$ cat config.mk
export PLATFORM = sky130hd
export DESIGN_NAME = gcd_arbiter_flat
export DESIGN_NICKNAME = d
export VERILOG_FILES = /design/src/rtl/gcd_arbiter_if.sv /design/src/rtl/gcd_arbiter.sv /design/src/flat_wrapper.sv
export SDC_FILE = /design/constraint.sdc
export NUM_CORES = 1
export LEC_CHECK = 0
export BUFFER_PORTS_ARGS = -buffer_cell sky130_fd_sc_hd__buf_2
export CORE_ASPECT_RATIO = 1.1
export CORE_MARGIN = 5
export CORE_UTILIZATION = 50
export CTS_BUF_LIST = sky130_fd_sc_hd__clkbuf_16
export DETAILED_ROUTE_END_ITERATION = 8
export PLACE_DENSITY = 0.92
export SYNTH_ARGS = -nofsm -noshare
export SYNTH_HDL_FRONTEND = slang
export SYNTH_SLANG_ARGS = --single-unit
$ cat constraint.sdc
create_clock -name clk -period 3.6 [get_ports clk]
set_input_delay 0.9 -clock clk [delete_from_list [all_inputs] [get_ports clk]]
set_output_delay 0.9 -clock clk [all_outputs]
set_load 0.02 [all_outputs]
$ cat src/rtl/gcd_arbiter_if.sv
// rtl/gcd_arbiter_if.sv - signal bundle between requesters, gcd_arbiter and the shared gcd unit
//
// Purpose: groups the per-requester request/response channels, the gcd
// unit req/ack channel and the status outputs of gcd_arbiter.
// Ports (signals):
//   req_valid/req_ready/req_a/req_b  requester operand channels (packed per requester)
//   rsp_valid/rsp_ready/rsp_data     per-requester result channel, shared data bus
//   gcd_req/gcd_ab/gcd_ack/gcd_c     four-phase link to the gcd unit
//   busy/grant_id                    status
// Modports: master = arbiter side, slave = environment side.
interface gcd_arbiter_if #(
  parameter int NUM_REQ = 4,
  parameter int WIDTH   = 16
);
  localparam int IDW = $clog2(NUM_REQ);

  logic [NUM_REQ-1:0]       req_valid;
  logic [NUM_REQ-1:0]       req_ready;
  logic [NUM_REQ*WIDTH-1:0] req_a;
  logic [NUM_REQ*WIDTH-1:0] req_b;
  logic [NUM_REQ-1:0]       rsp_valid;
  logic [NUM_REQ-1:0]       rsp_ready;
  logic [WIDTH-1:0]         rsp_data;
  logic                     gcd_req;
  logic [WIDTH-1:0]         gcd_ab;
  logic                     gcd_ack;
  logic [WIDTH-1:0]         gcd_c;
  logic                     busy;
  logic [IDW-1:0]           grant_id;

  modport master (
    input  req_valid, req_a, req_b, rsp_ready, gcd_ack, gcd_c,
    output req_ready, rsp_valid, rsp_data, gcd_req, gcd_ab, busy, grant_id
  );

  modport slave (
    output req_valid, req_a, req_b, rsp_ready, gcd_ack, gcd_c,
    input  req_ready, rsp_valid, rsp_data, gcd_req, gcd_ab, busy, grant_id
  );
endinterface

$ cat src/rtl/gcd_arbiter.sv
// rtl/gcd_arbiter.sv - round-robin arbiter sharing one gcd unit between NUM_REQ requesters
//
// Purpose: grants one requester at a time, drives the gcd unit through its
// A phase and B phase four-phase handshakes, and returns the result on the
// granted requester's response channel. Zero operands bypass the gcd unit.
// Ports:
//   clk      rising-edge clock
//   reset_n  asynchronous active-low reset
//   bus      gcd_arbiter_if.master: requester, response, gcd-unit and status signals
module gcd_arbiter #(
  parameter int NUM_REQ = 4,
  parameter int WIDTH   = 16,
  localparam int IDW    = $clog2(NUM_REQ)
) (
  input logic           clk,
  input logic           reset_n,
  gcd_arbiter_if.master bus
);

  typedef enum logic [2:0] {IDLE, A_REQ, A_REL, B_REQ, B_REL, RESP} state_e;

  state_e             state_q, state_d;
  logic [WIDTH-1:0]   a_q, a_d;
  logic [WIDTH-1:0]   b_q, b_d;
  logic [WIDTH-1:0]   result_q, result_d;
  logic [WIDTH-1:0]   gcd_ab_q, gcd_ab_d;
  logic [IDW-1:0]     grant_id_q, grant_id_d;
  logic [IDW-1:0]     ptr_q, ptr_d;
  logic               gcd_req_q, gcd_req_d;
  logic               busy_q, busy_d;
  // Arbitration works on a registered copy of req_valid so req_ready never
  // depends combinationally on an input. Requesters hold req_valid until
  // accepted, so the copy never offers a grant to a withdrawn request.
  logic [NUM_REQ-1:0] req_valid_q;

  logic               win_found;
  logic [IDW-1:0]     win_idx;
  logic [IDW-1:0]     cand;
  logic [NUM_REQ-1:0] req_ready_dec;
  logic [NUM_REQ-1:0] rsp_valid_dec;

  // Round-robin search starting just after the last grant, wrapping.
  always_comb begin
    win_found = 1'b0;
    win_idx   = '0;
    cand      = '0;
    for (int k = 1; k <= NUM_REQ; k++) begin
      cand = IDW'((int'(ptr_q) + k) % NUM_REQ);
      if (!win_found && req_valid_q[cand]) begin
        win_found = 1'b1;
        win_idx   = cand;
      end
    end
  end

  always_comb begin
    state_d    = state_q;
    a_d        = a_q;
    b_d        = b_q;
    result_d   = result_q;
    grant_id_d = grant_id_q;
    ptr_d      = ptr_q;
    case (state_q)
      IDLE: begin
        if (win_found) begin
          a_d        = bus.req_a[int'(win_idx)*WIDTH +: WIDTH];
          b_d        = bus.req_b[int'(win_idx)*WIDTH +: WIDTH];
          grant_id_d = win_idx;
          ptr_d      = win_idx;
          // The gcd unit's subtract loop never terminates on a zero operand.
          if (a_d == '0 || b_d == '0) begin
            result_d = a_d | b_d;
            state_d  = RESP;
          end else begin
            state_d  = A_REQ;
          end
        end
      end
      A_REQ: if (bus.gcd_ack) state_d = A_REL;
      A_REL: if (!bus.gcd_ack) state_d = B_REQ;
      B_REQ: begin
        if (bus.gcd_ack) begin
          result_d = bus.gcd_c;
          state_d  = B_REL;
        end
      end
      B_REL: if (!bus.gcd_ack) state_d = RESP;
      RESP:  if (bus.rsp_ready[grant_id_q]) state_d = IDLE;
      default: state_d = IDLE;
    endcase

    gcd_req_d = (state_d == A_REQ) || (state_d == B_REQ);
    busy_d    = (state_d != IDLE);
    case (state_d)
      A_REQ, A_REL: gcd_ab_d = a_d;
      B_REQ, B_REL: gcd_ab_d = b_d;
      default:      gcd_ab_d = gcd_ab_q;
    endcase
  end

  always_comb begin
    req_ready_dec = '0;
    rsp_valid_dec = '0;
    if (state_q == IDLE && win_found) req_ready_dec[win_idx] = 1'b1;
    if (state_q == RESP) rsp_valid_dec[grant_id_q] = 1'b1;
  end

  always_ff @(posedge clk or negedge reset_n) begin
    if (!reset_n) begin
      state_q     <= IDLE;
      a_q         <= '0;
      b_q         <= '0;
      result_q    <= '0;
      gcd_ab_q    <= '0;
      grant_id_q  <= '0;
      ptr_q       <= IDW'(NUM_REQ - 1);
      gcd_req_q   <= 1'b0;
      busy_q      <= 1'b0;
      req_valid_q <= '0;
    end else begin
      state_q     <= state_d;
      a_q         <= a_d;
      b_q         <= b_d;
      result_q    <= result_d;
      gcd_ab_q    <= gcd_ab_d;
      grant_id_q  <= grant_id_d;
      ptr_q       <= ptr_d;
      gcd_req_q   <= gcd_req_d;
      busy_q      <= busy_d;
      req_valid_q <= bus.req_valid;
    end
  end

  assign bus.req_ready = req_ready_dec;
  assign bus.rsp_valid = rsp_valid_dec;
  assign bus.rsp_data  = result_q;
  assign bus.gcd_req   = gcd_req_q;
  assign bus.gcd_ab    = gcd_ab_q;
  assign bus.busy      = busy_q;
  assign bus.grant_id  = grant_id_q;

endmodule
$ cat src/flat_wrapper.sv
// flat-port wrapper written by rule: the top's interface ports become plain ports
module gcd_arbiter_flat 
#(
  parameter int NUM_REQ = 4,
  parameter int WIDTH   = 16,
  localparam int IDW    = $clog2(NUM_REQ)
)
  (clk, reset_n, bus_req_valid, bus_req_a, bus_req_b, bus_rsp_ready, bus_gcd_ack, bus_gcd_c, bus_req_ready, bus_rsp_valid, bus_rsp_data, bus_gcd_req, bus_gcd_ab, bus_busy, bus_grant_id);
  gcd_arbiter_if #(.NUM_REQ(NUM_REQ), .WIDTH(WIDTH)) bus_i ();
  input logic clk;
  input logic reset_n;
  input wire logic [$bits(bus_i.req_valid)-1:0] bus_req_valid;
  input wire logic [$bits(bus_i.req_a)-1:0] bus_req_a;
  input wire logic [$bits(bus_i.req_b)-1:0] bus_req_b;
  input wire logic [$bits(bus_i.rsp_ready)-1:0] bus_rsp_ready;
  input wire logic [$bits(bus_i.gcd_ack)-1:0] bus_gcd_ack;
  input wire logic [$bits(bus_i.gcd_c)-1:0] bus_gcd_c;
  output wire logic [$bits(bus_i.req_ready)-1:0] bus_req_ready;
  output wire logic [$bits(bus_i.rsp_valid)-1:0] bus_rsp_valid;
  output wire logic [$bits(bus_i.rsp_data)-1:0] bus_rsp_data;
  output wire logic [$bits(bus_i.gcd_req)-1:0] bus_gcd_req;
  output wire logic [$bits(bus_i.gcd_ab)-1:0] bus_gcd_ab;
  output wire logic [$bits(bus_i.busy)-1:0] bus_busy;
  output wire logic [$bits(bus_i.grant_id)-1:0] bus_grant_id;
  assign bus_i.req_valid = bus_req_valid;
  assign bus_i.req_a = bus_req_a;
  assign bus_i.req_b = bus_req_b;
  assign bus_i.rsp_ready = bus_rsp_ready;
  assign bus_i.gcd_ack = bus_gcd_ack;
  assign bus_i.gcd_c = bus_gcd_c;
  assign bus_req_ready = bus_i.req_ready;
  assign bus_rsp_valid = bus_i.rsp_valid;
  assign bus_rsp_data = bus_i.rsp_data;
  assign bus_gcd_req = bus_i.gcd_req;
  assign bus_gcd_ab = bus_i.gcd_ab;
  assign bus_busy = bus_i.busy;
  assign bus_grant_id = bus_i.grant_id;
  gcd_arbiter #(.NUM_REQ(NUM_REQ), .WIDTH(WIDTH)) u_core (.clk(clk), .reset_n(reset_n), .bus(bus_i));
endmodule
==> impl_metrics.py <==
metrics = {
    "sta": {
        "final.min_clock_period_ns": 3.53,
        "tightest_slew_ns": 0.945,
        "timing.final.max_slew_violations": 0,
        "report.final.hold_viol_count": 0,
        "fin_crit_sh_pct": 98.2,
        "clock.fmax_ghz": 0.283,
        "slew-limit-headroom_pct": 37.0,
        "fin_skew_ns": 0.00578,
        "setup-violations-final": 0,
    },
    "pwr": {
        "total_leakage_power_uw": 0.00334,
        "switching_portion_of_total_power_pct": 45.7,
        "pwr-share-comb_pct": 61.5,
        "power.internal_uw": 3440,
        "vdd_ir_drop_max_mv": 0.415,
        "total_chip_power_uw": 6330,
        "power-per-cell-area_mw_per_mm2": 910,
        "clkPwrFrac_pct": 13.8,
        "sequential_cell_fraction_of_total_power_pct": 24.7,
        "power.net_switching_uw": 2890,
    },
    "place": {
        "place_inst": 900,
        "place_area_sq_mm": 0.00649,
        "finalWeightedCongestion": 0.956,
        "place.port_buffers": 198,
        "dp.final_hpwl_mm": 14.1,
    },
    "clocking": {
        "cts_inserted_buffers": 9,
        "tritoncts": "yes",
        "cts-root-buf": "sky130_fd_sc_hd__clkbuf_16",
        "max_h_tree_level": 3,
        "cts_buffer_depth": 2,
        "clkLatencyLatePin_ns": 0.34,
        "cts_sinks": 77,
        "post_cts_hold_buffer_count": 0,
        "clk_pin_slew_ns": 0.06,
    },
    "floorplan": {
        "fp-row-count": 38,
        "die_area_sq_mm": 0.0124,
        "initial_utilization_pct": 51.6,
        "die-width_um": 107,
        "design.core.area_sq_mm": 0.00998,
        "die_y_um": 116,
        "top_level_ports": 199,
    },
    "logic_synthesis": {
        "area_of_the_mapped_netlist_sq_mm": 0.00515,
        "post_synth.cell_area_avg_sq_um": 8.59,
        "synth.top_cells.by_area": "sky130_fd_sc_hd__dfrtp_1, sky130_fd_sc_hd__o31a_1, sky130_fd_sc_hd__o32ai_1",
        "ys_ff_latch": 77,
        "synth_edf_count": 0,
        "synth_seq_area_share_pct": 37.4,
        "synth_top_cell_by_area": "sky130_fd_sc_hd__dfrtp_1",
        "netlist-cell-type-count": 45,
        "synth_top_cells_by_count": "sky130_fd_sc_hd__nand2_1, sky130_fd_sc_hd__dfrtp_1, sky130_fd_sc_hd__o31a_1, sky130_fd_sc_hd__o32ai_1, sky130_fd_sc_hd__clkbuf_1",
        "synthCells": 600,
        "mappedNetlistNets": 755,
        "yosysWarnings": 0,
        "synthMostInstantiatedCell": "sky130_fd_sc_hd__nand2_1",
        "synthFlopType": "sky130_fd_sc_hd__dfrtp_1",
        "async_set_reset_flop_share_out_of_synthesis_pct": 100,
        "yosys.area.top_type_share_pct": 36.4,
    },
    "global_route": {
        "grt_remaining_overflow": 0,
        "initial_antenna_violation_count": 2,
        "via_count_of_the_first_global_routing_pass": 5714,
        "global_route.usage.total_pct": 29.5,
        "global_route_wire_length_before_repair_mm": 29.0,
        "largest_net_degree_at_the_start_of_global_routing": 78,
    },
    "finish": {
        "syn2layout_area_growth_pct": 35.0,
        "layout.cell_area.non_filler_sq_mm": 0.00696,
        "fin_nets": 948,
        "multi_input_gate_area_in_the_final_layout_sq_mm": 0.00302,
        "seqCellArea_sq_mm": 0.00193,
        "fillcell_total": 717,
        "post_route_cells_drive_above_1_share_pct": 38.1,
        "final_cell_count_no_fill": 918,
        "finalCoreUtilization_pct": 69.7,
        "antenna_cells_inserted": 0,
    },
    "worst_setup_path": {
        "slowest_stage": "sky130_fd_sc_hd__dfrtp_1",
        "worst-endpoint-required_ns": 3.87,
        "critical-path-max-stage-delay_ns": 0.46,
        "path_buf_inv": 4,
        "critical_path.endpoint_type": "flip-flop",
        "largest_delay_share_family_worst_path": "compound AO/OA/AOI/OAI gates",
        "worst-r2r-setup-slack_ns": 0.07,
        "cp-start-kind": "flip-flop",
        "cpMostUsedCell": "sky130_fd_sc_hd__buf_4",
        "critical_path.cell_chain": "o211a_1, or2_4, buf_12, o31a_1, o32ai_1, buf_4, o2111ai_1, nor4_2, o21ai_2, buf_4, buf_4, a21oi_1, a221o_1",
        "criticalPathCategory": "reg -> reg",
        "crit_path_max_fanout": 49,
        "worstPathArrival_ns": 3.81,
    },
    "route": {
        "routed_wirelength_mm": 19.6,
        "num_vias": 5986,
        "postRouteAntennaNets": 0,
        "drc": 0,
        "iteration_count_of_the_initial_detailed_routing_pass": 7,
        "avgRoutedWirePerCell_um": 21.4,
        "drt_first_iter_violations": 799,
        "avgViaCountPerCell": 6.52,
    },
    "outcome": {
        "result_of_the_run": "finished, final reports clean",
    },
    "run": {
        "cap_viol_max_count": 0,
    },
    "worst_hold_path": {
        "holdCritPathClass": "reg -> reg",
    },
}
[worst reg2reg max path, delay by kind of cell (launching register included)]
kind	cells	cell delay [ns]
and+or+nand+nor	2	0.58
AOI/OAI and AO/OA	7	1.69
DFF	1	0.46
buffers and inverters	4	0.75
[cell type report]
class / instances / area share, %
well taps: 120 / 2.16
multi-input cells: 433 / 43.4
inverters: 19 / 1.03
clock buffers: 9 / 3.24
flip-flops and latches: 77 / 27.7
clock inverters: 7 / 0.953
repair buffers: 253 / 21.5
[cell usage in the layout, fill, tap and decap left out, types with 3 or more instances in the layout]
cell type	count
sky130_fd_sc_hd__a21oi_1	18
sky130_fd_sc_hd__a221o_1	32
sky130_fd_sc_hd__a221oi_1	4
sky130_fd_sc_hd__and3_1	6
sky130_fd_sc_hd__buf_12	7
sky130_fd_sc_hd__buf_2	198
sky130_fd_sc_hd__buf_4	47
sky130_fd_sc_hd__clkbuf_16	9
sky130_fd_sc_hd__clkinvlp_4	3
sky130_fd_sc_hd__dfrtp_1	75
sky130_fd_sc_hd__inv_1	18
sky130_fd_sc_hd__mux2i_1	3
sky130_fd_sc_hd__nand2_1	105
sky130_fd_sc_hd__nand2b_1	5
sky130_fd_sc_hd__nand4_1	6
sky130_fd_sc_hd__nor2_1	24
sky130_fd_sc_hd__nor2b_1	6
sky130_fd_sc_hd__nor3_1	33
sky130_fd_sc_hd__nor3b_1	3
sky130_fd_sc_hd__nor4_1	3
sky130_fd_sc_hd__o21a_1	18
sky130_fd_sc_hd__o21ai_0	20
sky130_fd_sc_hd__o31a_1	61
sky130_fd_sc_hd__o32ai_1	40
sky130_fd_sc_hd__o32ai_2	19
[sequential cells by signal, indices dropped and copies added (netlist names)]
signal / count
u_core.bus.gcd_req: 1
u_core.ptr_q: 2
u_core.req_valid_q: 4
u_core.b_q: 16
u_core.bus.grant_id: 2
u_core.bus.rsp_data: 16
u_core.bus.gcd_ab: 16
u_core.bus.busy: 1
u_core.state_q: 3
u_core.a_q: 16
[stage by stage]
step,worst slack [ns],hold WS [ns],setup TNS [ns]
final,0.0651,0.507,0
after global placement,0.0741,0.456,0
after global routing,-0.0536,0.521,-0.286
after floorplan,0.229,0.442,0
after detailed placement,-0.0658,0.487,-0.850
after CTS,0.0492,0.499,0
[worst paths after layout]
check	startpoint	end	depth (start not counted)
min in group asynchronous	reset_n	u_core.bus.busy$_DFF_PN0_	2
min	u_core.a_q[7]$_DFF_PN0_	u_core.a_q[7]$_DFF_PN0_	2
max in group asynchronous	reset_n	u_core.bus.rsp_data[11]$_DFFE_PN0P_	2
min reg2reg	u_core.a_q[7]$_DFF_PN0_	u_core.a_q[7]$_DFF_PN0_	2
max reg2reg	u_core.req_valid_q[0]$_DFF_PN0_	u_core.bus.rsp_data[6]$_DFFE_PN0P_	13
max	u_core.req_valid_q[0]$_DFF_PN0_	u_core.bus.rsp_data[6]$_DFFE_PN0P_	13
[power groups by stage]
stage / registers [uW] / clock network [uW] / logic, uW
after CTS: 1550 / 879 / 3670
after floorplan: 1690 / 0 / 2160
final: 1560 / 876 / 3890
after detailed placement: 1550 / 0 / 3600
after global routing: 1600 / 912 / 4160
after global placement: 1520 / 0 / 3450
[cells by family after synthesis]
logic type / share of synthesized area [%]
buffers and inverters: 7.48
xor gates and xnor gates: 0.170
AOI/OAI and AO/OA: 35.4
muxes: 1.02
DFF: 37.4
and+or+nand+nor: 18.5
[routing by layer]
metal	up-vias	share of wire, %	GRT usage (%)
met2	448	47	47.7
met1	2768	37	36.5
li1	2686	-	-
met3	80	12	8.29
met4	4	4.0	15.0
met5	-	0.14	0
[repair_timing]
| item | CTS | global route |
|---|---|---|
| setup buffers | 0 | 2 |
| setup endpoints to repair | 16 | 32 |
| gates resized for setup | 2 | 21 |
| pin swaps | 0 | 2 |
| cloned | 0 | 0 |
(Power assumes the default switching activity.)
